$ cat config.mk
export PLATFORM = sky130hd
export DESIGN_NAME = aes_sbox_sched
export DESIGN_NICKNAME = d
export VERILOG_FILES = /design/src/rtl/aes_sbox_sched.sv
export SDC_FILE = /design/constraint.sdc
export NUM_CORES = 1
export LEC_CHECK = 0
export ABC_AREA = 1
export CAP_MARGIN = 40
export CORE_UTILIZATION = 40
export CTS_CLUSTER_DIAMETER = 100
export DETAILED_ROUTE_END_ITERATION = 16
export PLACE_DENSITY = 0.62
export SLEW_MARGIN = 20
export SYNTH_ARGS = -nofsm -noshare
export SYNTH_HDL_FRONTEND = slang
export SYNTH_SLANG_ARGS = --single-unit
export TNS_END_PERCENT = 5
$ cat constraint.sdc
create_clock -name ClkxCI -period 8.6 [get_ports ClkxCI]
set_clock_uncertainty 0.05 [all_clocks]
set_input_delay 1.72 -clock ClkxCI [delete_from_list [all_inputs] [get_ports ClkxCI]]
set_output_delay 1.72 -clock ClkxCI [all_outputs]
set_load 0.02 [all_outputs]
$ cat src/rtl/aes_sbox_sched.sv
// aes_sbox_sched: round-robin scheduler that feeds shared bytes from NREQ requesters
// into a fixed-latency masked AES S-box. It tags each result with its requester index,
// buffers results in a FIFO and uses credits so that FIFO can never overflow.
// Build option: define SBOX_IDLE_ZERO_EN to drive zeros on the S-box inputs during
// idle cycles. When it is undefined, the inputs keep the last issued operands.
module aes_sbox_sched #(
  parameter int SHARES = 2,
  parameter int NREQ   = 4,
  parameter int LAT    = 5,
  parameter int RZW    = 8,
  parameter int RBW    = 40,
  parameter int FDEPTH = 8,
  localparam int IW    = (NREQ > 1) ? $clog2(NREQ) : 1,
  localparam int DW    = 8 * SHARES
) (
  input  logic               ClkxCI,
  input  logic               RstxRI,
  input  logic [NREQ-1:0]    ReqValidxSI,
  output logic [NREQ-1:0]    ReqReadyxSO,
  input  logic [NREQ*DW-1:0] ReqDataxDI,
  input  logic               RndValidxSI,
  output logic               RndReadyxSO,
  input  logic [RZW-1:0]     RndZxDI,
  input  logic [RBW-1:0]     RndBxDI,
  output logic [DW-1:0]      SboxXxDO,
  output logic [RZW-1:0]     SboxZxDO,
  output logic [RBW-1:0]     SboxBxDO,
  input  logic [DW-1:0]      SboxQxDI,
  output logic               OutValidxSO,
  input  logic               OutReadyxSI,
  output logic [IW-1:0]      OutIdxDO,
  output logic [DW-1:0]      OutQxDO,
  input  logic               FlushxSI,
  output logic               FlushDonexSO
);
  localparam int CW = $clog2(FDEPTH + LAT + 2) + 1;
  localparam int FW = $clog2(FDEPTH + 1);
  localparam int PW = (FDEPTH > 1) ? $clog2(FDEPTH) : 1;

  localparam logic [1:0] ST_RUN   = 2'd0;
  localparam logic [1:0] ST_DRAIN = 2'd1;
  localparam logic [1:0] ST_DONE  = 2'd2;

  logic [1:0]       state_q, state_d;
  logic             done_d, flush_done_q;
  logic [IW-1:0]    ptr_q;
  logic             grant_vld;
  logic [IW-1:0]    grant_idx;
  logic             issue, pop, push, credit_ok;
  logic [CW-1:0]    inflight, used;
  logic             in_vld_q;
  logic [IW-1:0]    in_idx_q;
  logic [DW-1:0]    x_q;
  logic [RZW-1:0]   z_q;
  logic [RBW-1:0]   b_q;
  logic [LAT-1:0]   tag_vld_q, tag_vld_d;
  logic [IW-1:0]    tag_idx_q [LAT];
  logic [IW-1:0]    tag_idx_d [LAT];
  logic [IW+DW-1:0] fifo_mem [FDEPTH];
  logic [PW-1:0]    rd_ptr_q, wr_ptr_q;
  logic [FW-1:0]    fifo_cnt_q;

  function automatic logic [PW-1:0] fifo_inc(input logic [PW-1:0] p);
    return (p == PW'(FDEPTH - 1)) ? '0 : p + PW'(1);
  endfunction

  // Round-robin pick: the first valid requester at or after the pointer.
  // The loop scans downwards, so the lowest offset is the last one written and wins.
  always_comb begin
    grant_vld = 1'b0;
    grant_idx = '0;
    for (int k = NREQ - 1; k >= 0; k--) begin
      if (ReqValidxSI[(int'(ptr_q) + k) % NREQ]) begin
        grant_vld = 1'b1;
        grant_idx = IW'((int'(ptr_q) + k) % NREQ);
      end
    end
  end

  // Operations in flight: the input register plus every tag stage.
  always_comb begin
    inflight = CW'(in_vld_q);
    for (int s = 0; s < LAT; s++) begin
      inflight = inflight + CW'(tag_vld_q[s]);
    end
  end

  assign pop       = OutValidxSO & OutReadyxSI;
  assign push      = tag_vld_q[LAT-1];
  assign used      = inflight + CW'(fifo_cnt_q);
  // A pop in this cycle frees a slot before the next issue can land.
  assign credit_ok = used < (CW'(FDEPTH) + CW'(pop));
  assign issue     = !RstxRI && (state_q == ST_RUN) && !FlushxSI && RndValidxSI
                     && grant_vld && credit_ok;

  // Drive the one-hot accept to the granted requester, but only for a real issue.
  always_comb begin
    ReqReadyxSO = '0;
    if (issue) ReqReadyxSO[grant_idx] = 1'b1;
  end
  assign RndReadyxSO = issue;

  // Register the issued operands that go to the S-box.
  always_ff @(posedge ClkxCI) begin
    if (RstxRI) begin
      in_vld_q <= 1'b0;
      in_idx_q <= '0;
      x_q      <= '0;
      z_q      <= '0;
      b_q      <= '0;
    end else begin
      in_vld_q <= issue;
      if (issue) begin
        in_idx_q <= grant_idx;
        x_q      <= ReqDataxDI[int'(grant_idx)*DW +: DW];
        z_q      <= RndZxDI;
        b_q      <= RndBxDI;
      end
`ifdef SBOX_IDLE_ZERO_EN
      else begin
        x_q <= '0;
        z_q <= '0;
        b_q <= '0;
      end
`endif
    end
  end

  assign SboxXxDO = x_q;
  assign SboxZxDO = z_q;
  assign SboxBxDO = b_q;

  // Tags travel alongside the S-box pipeline. Stage 0 is fed from the input register.
  for (genvar gi = 0; gi < LAT; gi++) begin : g_tag_src
    if (gi == 0) begin : g_first
      assign tag_vld_d[gi] = in_vld_q;
      assign tag_idx_d[gi] = in_idx_q;
    end else begin : g_next
      assign tag_vld_d[gi] = tag_vld_q[gi-1];
      assign tag_idx_d[gi] = tag_idx_q[gi-1];
    end
  end

  // Advance the tag pipeline. Reset clears the valid bits, so results returning late are dropped.
  always_ff @(posedge ClkxCI) begin
    if (RstxRI) tag_vld_q <= '0;
    else        tag_vld_q <= tag_vld_d;
    tag_idx_q <= tag_idx_d;
  end

  // Write a tagged S-box result into the FIFO storage.
  always_ff @(posedge ClkxCI) begin
    if (push) fifo_mem[wr_ptr_q] <= {tag_idx_q[LAT-1], SboxQxDI};
  end

  // Maintain the FIFO pointers and occupancy. Push and pop together leave the count unchanged.
  always_ff @(posedge ClkxCI) begin
    if (RstxRI) begin
      rd_ptr_q   <= '0;
      wr_ptr_q   <= '0;
      fifo_cnt_q <= '0;
    end else begin
      if (push) wr_ptr_q <= fifo_inc(wr_ptr_q);
      if (pop)  rd_ptr_q <= fifo_inc(rd_ptr_q);
      if (push && !pop)      fifo_cnt_q <= fifo_cnt_q + FW'(1);
      else if (!push && pop) fifo_cnt_q <= fifo_cnt_q - FW'(1);
    end
  end

  assign OutValidxSO = (fifo_cnt_q != '0);
  assign OutIdxDO    = fifo_mem[rd_ptr_q][IW+DW-1:DW];
  assign OutQxDO     = fifo_mem[rd_ptr_q][DW-1:0];

  // Move the round-robin pointer past the requester that was just granted.
  always_ff @(posedge ClkxCI) begin
    if (RstxRI)     ptr_q <= '0;
    else if (issue) ptr_q <= (grant_idx == IW'(NREQ - 1)) ? '0 : grant_idx + IW'(1);
  end

  // Flush sequencing: stop issuing, wait until nothing is in flight or buffered, then report done.
  always_comb begin
    state_d = state_q;
    done_d  = 1'b0;
    case (state_q)
      ST_RUN:   if (FlushxSI) state_d = ST_DRAIN;
      ST_DRAIN: if (inflight == '0 && fifo_cnt_q == '0) begin
                  state_d = ST_DONE;
                  done_d  = 1'b1;
                end
      ST_DONE:  if (!FlushxSI) state_d = ST_RUN;
      default:  state_d = ST_RUN;
    endcase
  end

  // Register the FSM state and the single-cycle done pulse.
  always_ff @(posedge ClkxCI) begin
    if (RstxRI) begin
      state_q      <= ST_RUN;
      flush_done_q <= 1'b0;
    end else begin
      state_q      <= state_d;
      flush_done_q <= done_d;
    end
  end

  assign FlushDonexSO = flush_done_q;

endmodule

* After elaboration in Yosys (flattened, before gate mapping)
Memories as Yosys holds them, arrays and structs flattened. A register that Yosys moved wholly into a read port is not among the register bits.
Cells that the tools add are included.
W data, S select, Z words.
** Cells by class
- Add/sub/neg operators :: 15
- Magnitude comparators :: 7
- Equality and inequality tests :: 8
- Shifts and indexed selects :: 1
- Multiplexer cells :: 36
- Bitwise operators :: 5
- Reduce and logical (&&, ||, !) cells :: 23
** Operator list (count)
- $shiftx A64 B7 Y16 :: 1
- $mux W2 :: 8
- $mux W1 :: 15
- $lt A3 B4 Y1 const B :: 3
- $mux W3 :: 4
- $mux W4 :: 3
- $logic_and A1 B1 Y1 :: 9
- $bmux W1 S2 :: 4
- $reduce_or A2 Y1 :: 4
- $add A3 B1 Y3 const B :: 2
- $eq A3 B3 Y1 const B :: 2
- $lt A2 B3 Y1 const B :: 2
- $ne A2 B2 Y1 const B :: 3
- $pmux W2 S3 :: 1
- $add A4 B1 Y5 :: 1
- $add A4 B1 Y5 const A :: 1
- $add A5 B1 Y5 :: 1
- $add A5 B4 Y5 :: 1
- $logic_not A5 Y1 :: 1
- $lt A5 B5 Y1 :: 1
- $add A2 B1 Y2 const B :: 2
- $add A2 B2 Y2 const B :: 2
- $add A3 B1 Y4 :: 1
- $add A4 B1 Y4 const B :: 1
- 16 further kinds :: 22
** Word-level totals
- Register bits :: 97
- Memory bits (writable) :: 144
- Input port bits :: 137
- Output and inout bits :: 89
- Logic and storage cells :: 113
- Memories :: 1
** Memories
- fifo_mem :: words 8, width 18, rd ports 1, clocked after memory_dff 1, wr ports 1, line 59 : logic [IW+DW-1:0] fifo_mem [FDEPTH];

* Logic depth before layout (Yosys ltp)
Gate-level depths: netlist (run 1).
- Word-level depth :: 15
- Depth in mapped cells :: 18
- Gate-level depth less buffers :: 17

* Worst setup path after synthesis (run 1)
No wires, ideal clock.
- Path type :: register to output
- Start :: register in_vld_q
- End :: output port ReqReadyxSO[0]
- Arrival time :: 3.509 ns
- Data required time :: 6.830 ns
- Setup slack :: 3.321 ns
- Stages on the path, launching flop included :: 17
- Path through :: dfxtp_1 > fa_1 > inv_1 > fa_1 > inv_1 > ha_1 > fa_1 > ha_1 > nand2_1 > nand2_1 > a21oi_1 > or2_2 > nand3_1 > nand3_2 > buf_4 > buf_4 > nor2_1
** On the way
- Cells in the longest elaborated chain, start to end :: 9
** Ends and longest elaborated chain
- start: declaration :: line 51 : logic in_vld_q;
- start signal: assignment :: line 112 : in_vld_q <= issue;
- $add A1 B1 Y2 :: line 84 : inflight = inflight + CW'(tag_vld_q[s]);
- $add A2 B1 Y3 :: line 84
- $add A3 B1 Y4 :: line 84
- $add A4 B1 Y5 :: line 84
- $add A5 B1 Y5 :: line 84
- $add A5 B4 Y5 :: line 90 : assign used = inflight + CW'(fifo_cnt_q);
- $lt A5 B5 Y1 :: line 92 : assign credit_ok = used < (CW'(FDEPTH) + CW'(pop));
- $logic_and A1 B1 Y1 :: line 94 : && grant_vld && credit_ok;
- $mux W4 :: line 99 : if (issue) ReqReadyxSO[grant_idx] = 1'b1;
- end: declaration :: line 19 : output logic [NREQ-1:0] ReqReadyxSO,
Every way passes these cells.

* Worst setup path in the final report (run 1)
- Start :: input port ReqValidxSI[0]
- End :: output port ReqReadyxSO[3]
** On the way
- Cells in the longest elaborated chain, start to end :: 12
- Elaborated cells between the ends (all ways) :: 27
** Ends and longest elaborated chain
- start: declaration :: line 18 : input logic [NREQ-1:0] ReqValidxSI,
- $bmux W1 S2 :: line 73 : if (ReqValidxSI[(int'(ptr_q) + k) % NREQ]) begin
- $mux W1 (implied by the code) (2 in series) :: line 73
- $mux W2 (4 in series) :: line 73
- $lt A2 B3 Y1 (implied by the code) / $ge A2 B1 Y1 (equally long branches) :: line 99
- $logic_and A1 B1 Y1 (implied by the code) :: line 99
- $mux W1 (implied by the code) :: line 99
- $demux W1 S2 :: line 99
- $mux W4 (*) :: line 99
Every way passes the cells marked *; elsewhere a longest branch is shown, timed or not. The select of a mux whose other input is x is not followed.

==> impl_metrics.env, run 1 <==
export IMPL_yosysMostFrequentCell="nand2_1"
export IMPL_leakage_nw=5.31
export IMPL_core_area_sq_um=25300
export IMPL_ys_ff_latch=244
export IMPL_grt_pass1_vias=7648
export IMPL_drt_iter0_markers=503
export IMPL_fmax_ghz=0.151
export IMPL_fin_nets=1471
export IMPL_grt_overflow_total=0
export IMPL_crit_path_start_kind="input pin"
export IMPL_seq_area_frac_synth_pct=61.0
export IMPL_cts_sinks=244
export IMPL_netlist_area_leader_share_pct=41.7
export IMPL_dp_hpwl_um=17400
export IMPL_first_pass_iters=6
export IMPL_syn_num_nets=1257
export IMPL_crit_fanout=36
export IMPL_fp_dieW_um=163
export IMPL_ys_top_cells_by_area="edfxtp_1 42%, dfxtp_1 19%, nand2_1 6.8%, nor2_1 5.9%, nand3_1 4.3%"
export IMPL_num_rows=58
export IMPL_maxCapViolCount=0
export IMPL_setup_tns_ns=0
export IMPL_powerDensity_nw_per_um2=249
export IMPL_num_vias=8133
export IMPL_synth_edff_count=144
export IMPL_grt_pass1_wl_um=41600
export IMPL_htreeDepth=1
export IMPL_grtUsageTotal_pct=20.0
export IMPL_initial_core_util_pct=40.9
export IMPL_setup_violations=0
export IMPL_layout_drive_gt1_share_pct=5.70
export IMPL_routed_via_density=4.89
export IMPL_postCtsSetupRepairBufs=0
export IMPL_required_ns=6.83
export IMPL_holdBufCountCts=0
export IMPL_min_path_type="reg2reg"
export IMPL_pre_cts_ws_ns=2.08
export IMPL_netlist_area_sq_um=10400
export IMPL_routed_wl_um=26500
export IMPL_yosys_area_top_type="edfxtp_1"
export IMPL_ys_types=36
export IMPL_ys_warnings_count=0
export IMPL_crit_path_end_kind="output pin"
export IMPL_cts_root_buffer="clkbuf_16"
export IMPL_ys_top_cells_by_count="189 x nand2_1, 162 x nor2_1, 144 x edfxtp_1"
export IMPL_antenna_found_initial=0
export IMPL_synthArstFlopShare_pct=0
export IMPL_avgSynthCellArea_sq_um=9.43
export IMPL_status="complete, no violations"
export IMPL_cts_clk_slew_worst_paths_ns=0.06
export IMPL_area_delta_synth_final_pct=32.7
export IMPL_fp_dieH_um=163
export IMPL_clkLatencyLatePin_ns=0.53
export IMPL_min_from="tag_idx_d[2]"
export IMPL_cts_tree="done"
export IMPL_antenna_cells=0
export IMPL_tightestPinTransition_ns=0.804
export IMPL_relSlewSlack_pct=46.4
export IMPL_period_share_pct=76.9
export IMPL_cts_resized=0
export IMPL_hold_violations=0
export IMPL_ios=226
export IMPL_rr_startpoint="in_vld_q"
export IMPL_final_max_slew_violation_count=0
export IMPL_yosys_most_used_dff="edfxtp_1"
export IMPL_cp_arrival_ns=4.84
export IMPL_syn_inst=1100
export IMPL_place_gp_congestion=0.900
export IMPL_grt_start_max_net_pins=74
export IMPL_drtAntennaViolNets=0
export IMPL_numCtsBuffers=26
export IMPL_io_buffers=225
export IMPL_path_class="in2out"
export IMPL_rsz0062_at_grt="false"
export IMPL_drc=0
export IMPL_crit_path_start="ReqValidxSI[0]"
export IMPL_die_area_sq_um=26600
export IMPL_setup_slack_ns=1.99
export IMPL_wire_per_inst_um=15.9
export IMPL_post_route_min_period_ns=6.61
export IMPL_clock_path_buffers=3
export IMPL_max_vdd_ir_drop_uv=173
-- cells by family after synthesis --
family	count (synthesis)	share of synthesized area, %
adder cells (fa/ha/maj)	20	2.78
XOR/XNOR	2	0.169
buffers and inverters	180	7.38
AND/OR/NAND/NOR	453	17.9
flip-flops	244	61.0
AO/OA/AOI/OAI	201	10.7
-- final timing paths --
| kind | end | slack (ns) | cells past startpoint |
|---|---|---|---|
| worst max-delay path | ReqReadyxSO[3] | 1.99 | 13 |
| worst min-delay path | tag_idx_d[0] | 0.28 | 0 |
| worst max register to register | SboxBxDO[12] | 4.05 | 19 |
| worst min register to register | tag_idx_d[0] | 0.28 | 0 |
-- layout by cell type, fill, tap and decap left out, types with 20 or more instances in the layout --
cell	Yosys	final
edfxtp_1	144	144
clkdlybuf4s50_1	0	224
buf_4	9	20
clkbuf_16	0	26
inv_1	108	108
o21ai_0	84	84
nand2_1	189	189
nand3_1	89	89
nor2_1	162	162
a21oi_1	60	60
dfxtp_1	100	99
-- flip-flops by register name, summed over array words and instances (netlist names), named ones only --
signal,count
tag_idx_q,2
tag_idx_d,8
ptr_q,2
in_vld_q,1
fifo_cnt_q,4
in_idx_q,2
SboxXxDO,16
tag_vld_q,5
state_q,2
wr_ptr_q,3
fifo_mem,144
SboxBxDO,40
rd_ptr_q,3
SboxZxDO,8
FlushDonexSO,1
-- power breakdown --
part / leakage [nW] / switching (mW) / internal, mW
combinational: 2.79 / 0.590 / 0.396
sequential: 2.11 / 0.0358 / 1.29
clock: 0.415 / 0.447 / 0.675
-- metal layers --
metal	global-route usage, %	wire [um]
met3	5.66	2110
met4	6.12	753
met5	0	0
met1	26.2	11600
met2	32.0	12100
-- worst max-delay path: stages --
cell and delay [ns]:
clkdlybuf4s50_1 0.48, nand2_1 0.06, nand2_1 0.10, nand2_1 0.07, nand2_1 0.10, nand2_1 0.08, nand2_1 0.08, nand3_2 0.52
nand2_4 0.57, ha_1 0.23, inv_1 0.06, nor2_1 0.12, clkdlybuf4s50_1 0.63
-- final cells by class --
type | instances | area, sq um
Fill cell | 2231 | 11600
Sequential cell | 244 | 6330
Multi-Input combinational cell | 676 | 3280
Timing Repair Buffer | 247 | 2430
Clock buffer | 38 | 726
Inverter | 119 | 449
Tap cell | 330 | 413
Clock inverter | 10 | 135
-- metrics by stage --
step | total power, mW | cell area, sq um | hold slack, ns | instances | utilization (%)
3_3_place_gp | 2.33 | 12800 | 0.260 | 1611 | 50.7
2_1_floorplan | 1.96 | 10400 | 0.260 | 1100 | -
6_report | 3.43 | 13800 | 0.276 | 1664 | 54.3
3_5_place_dp | 2.34 | 12900 | 0.262 | 1615 | 50.9
5_1_grt | 3.62 | 13800 | 0.283 | 1664 | 54.3
4_1_cts | 3.47 | 13800 | 0.278 | 1663 | 54.3
No activity file was read; power rests on OpenSTA's default activity.
==> inputs of run 2 (changes only) <==
--- a/config.mk
+++ b/config.mk
@@ -10,7 +10,7 @@
 export CORE_UTILIZATION = 40
 export CTS_CLUSTER_DIAMETER = 100
 export DETAILED_ROUTE_END_ITERATION = 16
-export PLACE_DENSITY = 0.62
+export PLACE_DENSITY = 0.65
 export SLEW_MARGIN = 20
 export SYNTH_ARGS = -nofsm -noshare
 export SYNTH_HDL_FRONTEND = slang
==> constraint.sdc (replaced) <==
create_clock -name ClkxCI -period 5.4 [get_ports ClkxCI]
set_clock_uncertainty 0.05 [all_clocks]
set_input_delay 1.08 -clock ClkxCI [delete_from_list [all_inputs] [get_ports ClkxCI]]
set_output_delay 1.08 -clock ClkxCI [all_outputs]
set_load 0.02 [all_outputs]
==> impl_metrics.env, run 2 (same netlist as run 1, synthesis figures left out) <==
export IMPL_dp_hpwl_um=17200
export IMPL_fmax_ghz=0.190
export IMPL_layout_drive_gt1_share_pct=6.38
export IMPL_pre_cts_ws_ns=0.296
export IMPL_multi_input_area_sq_um=3290
export IMPL_area_delta_synth_final_pct=32.8
export IMPL_initial_core_util_pct=40.9
export IMPL_clkLatencyLatePin_ns=0.53
export IMPL_first_pass_iters=6
export IMPL_core_area_sq_um=25300
export IMPL_place_gp_congestion=0.857
export IMPL_rr_worst_depth=19
export IMPL_crit_path_start_kind="flip-flop"
export IMPL_htreeDepth=1
export IMPL_p_sw_mw=1.71
export IMPL_required_ns=4.27
export IMPL_cts_tree="done"
export IMPL_rsz0062_at_grt="true"
export IMPL_tightestPinTransition_ns=0.756
export IMPL_p_clk_share_pct=32.5
export IMPL_max_vdd_ir_drop_uv=249
export IMPL_fp_dieW_um=163
export IMPL_setup_tns_ns=0
export IMPL_fin_nets=1470
export IMPL_largest_reg_flops=144
export IMPL_powerDensity_nw_per_um2=396
export IMPL_numCtsBuffers=27
export IMPL_place_area_sq_um=12800
export IMPL_relSlewSlack_pct=49.3
export IMPL_io_buffers=225
export IMPL_rr_endpoint="SboxXxDO[12]"
export IMPL_combPwrFrac_pct=28.8
export IMPL_postCtsSetupRepairBufs=0
export IMPL_grt_pass1_vias=7834
export IMPL_antenna_cells=0
export IMPL_p_int_mw=3.73
export IMPL_wire_per_inst_um=15.8
export IMPL_cts_clk_slew_worst_paths_ns=0.06
export IMPL_rr_startpoint="in_vld_q"
export IMPL_power_share_sequential_pct=38.7
export IMPL_top_register="fifo_mem"
export IMPL_antenna_found_initial=0
export IMPL_hold_depth=0
export IMPL_drt_iter0_markers=481
export IMPL_fp_dieH_um=163
export IMPL_final_max_slew_violation_count=0
export IMPL_grt_start_max_net_pins=86
export IMPL_ff2ff_setup_slack_ns=1.08
export IMPL_grt_pass1_wl_um=41600
export IMPL_cts_sinks=244
export IMPL_final_util_pct=54.4
export IMPL_num_rows=58
export IMPL_grt_overflow_total=0
export IMPL_drtAntennaViolNets=0
export IMPL_post_route_min_period_ns=5.25
export IMPL_clock_path_buffers=3
export IMPL_final_cell_mix="219 x clkdlybuf4s50_1, 189 x nand2_1, 162 x nor2_1"
export IMPL_p_sw_share_pct=31.5
export IMPL_holdWs_ns=0.268
export IMPL_routed_wl_um=26200
export IMPL_setup_violations=0
export IMPL_path_class="reg2out"
export IMPL_grtUsageTotal_pct=19.8
export IMPL_leakage_nw=5.34
export IMPL_nFillCells=2264
export IMPL_regArea_sq_um=6330
export IMPL_ios=226
export IMPL_setup_slack_ns=0.149
export IMPL_num_vias=8131
export IMPL_holdPathEnd="tag_idx_q[0]"
export IMPL_drc=0
export IMPL_min_from="tag_idx_d[0]"
export IMPL_crit_fanout=8
export IMPL_min_path_type="reg2reg"
export IMPL_cp_arrival_ns=4.12
export IMPL_crit_path_end_kind="output pin"
export IMPL_stdcell_area_sq_um=13800
export IMPL_status="complete, no violations"
export IMPL_routed_via_density=4.89
export IMPL_cts_root_buffer="clkbuf_16"
export IMPL_maxCapViolCount=0
export IMPL_period_share_pct=97.2
export IMPL_die_area_sq_um=26600
export IMPL_layout_commonest_cell="clkdlybuf4s50_1"
export IMPL_hold_violations=0
==> run 2: cell types whose count changed in the layout (fill, tap and decap cells not counted), moves of 2 or more <==
cell / previous run / this run
inv_4: 1 / 4
clkbuf_16: 26 / 29
clkinv_1: 7 / 4
clkbuf_4: 0 / 2
clkdlybuf4s15_1: 0 / 2
clkdlybuf4s50_1: 224 / 219
clkbuf_1: 9 / 5
clkbuf_2: 0 / 3
bufinv_16: 3 / 0
clkinv_2: 2 / 5
buf_4: 20 / 18
==> run 2: worst max path at each step <==
stage | from | end | slack, ns | cells after the start
detailed placement | in_vld_q | ReqReadyxSO[3] | 0.30 | 15
global placement | in_vld_q | ReqReadyxSO[3] | 0.35 | 15
floorplan | in_vld_q | ReqReadyxSO[0] | 0.76 | 16
CTS | in_vld_q | ReqReadyxSO[3] | 0.06 | 15
global route | in_vld_q | ReqReadyxSO[1] | -0.07 | 15
finish | in_vld_q | ReqReadyxSO[1] | 0.15 | 15
==> run 2: per-layer routing <==
metal	vias to the layer above	wire length [um]	GRT usage, %
met1	3755	11400	25.2
met4	0	584	5.35
met5	-	0	0
li1	4090	-	-
met2	251	12300	32.7
met3	35	2040	5.76
==> run 2: metrics by stage <==
step	power, mW	instances
CTS	5.50	1661
floorplan	3.12	1100
detailed placement	3.72	1612
finish	5.45	1663
global route	5.74	1663
global placement	3.70	1612
==> run 2: final cells by class <==
| class | instances | share of cell area (%) |
|---|---|---|
| Sequential cell | 244 | 46.0 |
| Multi-Input combinational cell | 676 | 23.9 |
| Timing Repair Buffer | 245 | 17.5 |
| Clock buffer | 40 | 5.92 |
| Inverter | 119 | 3.26 |
| Tap cell | 330 | 3.00 |
| Clock inverter | 9 | 0.463 |
==> run 2: timing repair <==
| item | CTS | global route |
|---|---|---|
| hold endpoints to repair | 0 | 0 |
| pin swaps | 0 | 0 |
| resized for setup | 6 | 8 |
| hold buffers | 0 | 0 |
| cloned | 0 | 0 |
| setup endpoints to repair | 5 | 5 |
==> run 2: power by group through the flow <==
| stage | Combinational, mW | Clock [mW] | Sequential [mW] |
|---|---|---|---|
| 6_report | 1.57 | 1.77 | 2.11 |
| 3_3_place_gp | 1.56 | 0 | 2.15 |
| 4_1_cts | 1.58 | 1.82 | 2.11 |
| 5_1_grt | 1.73 | 1.89 | 2.12 |
| 2_1_floorplan | 0.943 | 0 | 2.18 |
| 3_5_place_dp | 1.57 | 0 | 2.15 |
==> run 2: critical path, stage by stage (launching register included) <==
cell and delay [ns]:
dfxtp_1 0.32, fa_1 0.53, inv_1 0.05, fa_1 0.48, inv_1 0.04, ha_1 0.18, fa_1 0.51, ha_1 0.30
nand2_1 0.04, nand2_1 0.06, a21oi_1 0.07, or2_2 0.27, nand3_1 0.13, nand3_4 0.16, nor2_1 0.13, clkdlybuf4s15_1 0.31
==> inputs of run 3 (changes only) <==
--- a/config.mk
+++ b/config.mk
@@ -7,10 +7,12 @@
 export LEC_CHECK = 0
 export ABC_AREA = 1
 export CAP_MARGIN = 40
+export CORE_MARGIN = 2
 export CORE_UTILIZATION = 40
 export CTS_CLUSTER_DIAMETER = 100
 export DETAILED_ROUTE_END_ITERATION = 16
 export PLACE_DENSITY = 0.65
+export SETUP_SLACK_MARGIN = 0.3
 export SLEW_MARGIN = 20
 export SYNTH_ARGS = -nofsm -noshare
 export SYNTH_HDL_FRONTEND = slang
==> impl_metrics.env, run 3 (same netlist as run 1, synthesis figures left out) <==
export IMPL_status="complete, no violations"
export IMPL_clock_path_buffers=3
export IMPL_max_vdd_ir_drop_uv=290
export IMPL_num_rows=58
export IMPL_drt_iter0_markers=478
export IMPL_required_ns=4.27
export IMPL_tightestPinTransition_ns=0.776
export IMPL_grt_pass1_vias=7695
export IMPL_routed_via_density=4.86
export IMPL_powerDensity_nw_per_um2=402
export IMPL_cts_sinks=244
export IMPL_cts_clk_slew_worst_paths_ns=0.06
export IMPL_hold_violations=0
export IMPL_rsz0062_at_grt="true"
export IMPL_ios=226
export IMPL_crit_path_end_kind="output pin"
export IMPL_antenna_cells=0
export IMPL_area_delta_synth_final_pct=34.4
export IMPL_io_buffers=225
export IMPL_drtAntennaViolNets=0
export IMPL_final_max_slew_violation_count=0
export IMPL_top_register="fifo_mem"
export IMPL_fin_nets=1476
export IMPL_top_layer_used="met4"
export IMPL_numCtsBuffers=27
export IMPL_clkLatencyLatePin_ns=0.54
export IMPL_regArea_sq_um=6330
export IMPL_post_route_min_period_ns=5.04
export IMPL_grt_start_max_net_pins=86
export IMPL_wl_met3_um=2100
export IMPL_leakage_nw=5.39
export IMPL_setup_violations=0
export IMPL_grt_overflow_total=0
export IMPL_htreeDepth=1
export IMPL_wl_met1_um=11400
export IMPL_nFillCells=2238
export IMPL_holdBufCountCts=0
export IMPL_fmax_ghz=0.198
export IMPL_met2_length_um=12200
export IMPL_dp_hpwl_um=17700
export IMPL_die_area_sq_um=27200
export IMPL_layout_commonest_cell="clkdlybuf4s50_1"
export IMPL_grt_pass1_wl_um=40800
export IMPL_place_gp_congestion=0.868
export IMPL_multi_input_area_sq_um=3330
export IMPL_layout_drive_gt1_share_pct=7.84
export IMPL_largest_reg_flops=144
export IMPL_maxCapViolCount=0
export IMPL_setup_tns_ns=0
export IMPL_fp_dieH_um=165
export IMPL_antenna_found_initial=0
export IMPL_initial_core_util_pct=40.9
export IMPL_core_area_sq_um=25300
export IMPL_num_vias=8112
export IMPL_min_path_type="reg2reg"
export IMPL_cts_tree="done"
export IMPL_drc=0
export IMPL_period_share_pct=93.3
export IMPL_path_class="reg2out"
export IMPL_fp_dieW_um=165
export IMPL_first_pass_iters=5
export IMPL_relSlewSlack_pct=48.0
export IMPL_crit_fanout=8
export IMPL_place_inst=1616
export IMPL_grtUsageTotal_pct=19.2
export IMPL_routed_wl_um=26400
export IMPL_layoutNonFillerInstCount=1670
export IMPL_final_cell_mix="219 x clkdlybuf4s50_1, 189 x nand2_1, 158 x nor2_1"
export IMPL_wire_per_inst_um=15.8
export IMPL_cp_arrival_ns=3.91
export IMPL_crit_path_start_kind="flip-flop"
export IMPL_cts_root_buffer="clkbuf_16"
[run 3: cell count changes in the layout (fill, tap and decap cells not counted), moves of 3 or more]
cell        delta
bufinv_16      +3
buf_4          +8
clkinvlp_4     +3
inv_4          -3
nor2_2         +3
nor2_1         -4
[run 3: report_power, final]
group	internal [mW]	total (mW)	switching [mW]
Combinational	0.668	1.60	0.936
Sequential	2.05	2.13	0.0737
Clock	1.14	1.88	0.735
Total	3.86	5.61	1.74
[run 3: per-layer routing]
layer,vias up,GRT usage (%)
met5,-,0
met4,0,5.49
li1,4095,-
met2,240,31.4
met1,3734,24.6
met3,43,5.80
[run 3: through the flow]
step | setup slack (ns) | util (%) | instance area [sq um] | total power [mW] | hold slack [ns]
4_1_cts | 0.209 | 54.6 | 13800 | 5.62 | 0.267
6_report | 0.361 | 55.0 | 13900 | 5.61 | 0.270
2_1_floorplan | 0.761 | - | 10400 | 3.12 | 0.260
5_1_grt | 0.212 | 55.0 | 13900 | 5.91 | 0.274
3_3_place_gp | 0.323 | 50.8 | 12900 | 3.71 | 0.260
3_5_place_dp | 0.313 | 50.9 | 12900 | 3.72 | 0.262
[run 3: layout make-up]
cell class	count	share of cell area, %
Clock buffer	36	5.45
Sequential cell	244	45.4
Tap cell	330	2.96
Multi-Input combinational cell	676	23.9
Inverter	119	3.22
Timing Repair Buffer	251	17.8
Clock inverter	14	1.26
[run 3: repair_timing]
item / CTS / global route
pin swaps: 1 / 6
resized for setup: 17 / 18
buffers inserted: 1 / 0
hold endpoints to repair: 0 / 0
setup endpoints to repair: 5 / 5
[run 3: worst paths after layout]
kind	startpoint	to	slack, ns	cells past startpoint
min reg2reg	tag_idx_d[2]	tag_idx_d[0]	0.27	0
min	tag_idx_d[2]	tag_idx_d[0]	0.27	0
max	in_vld_q	ReqReadyxSO[0]	0.36	13
max reg2reg	in_vld_q	SboxBxDO[29]	1.19	16
[run 3: critical path, cell delays in order (launching register included)]
cell	delay [ns]
dfxtp_2	0.32
fa_1	0.53
inv_1	0.05
fa_1	0.47
inv_1	0.04
ha_2	0.17
fa_2	0.59
fa_2	0.45
nor2_1	0.09
nand3_1	0.10
nand3_2	0.11
nand3_4	0.16
nor2_1	0.14
buf_4	0.15
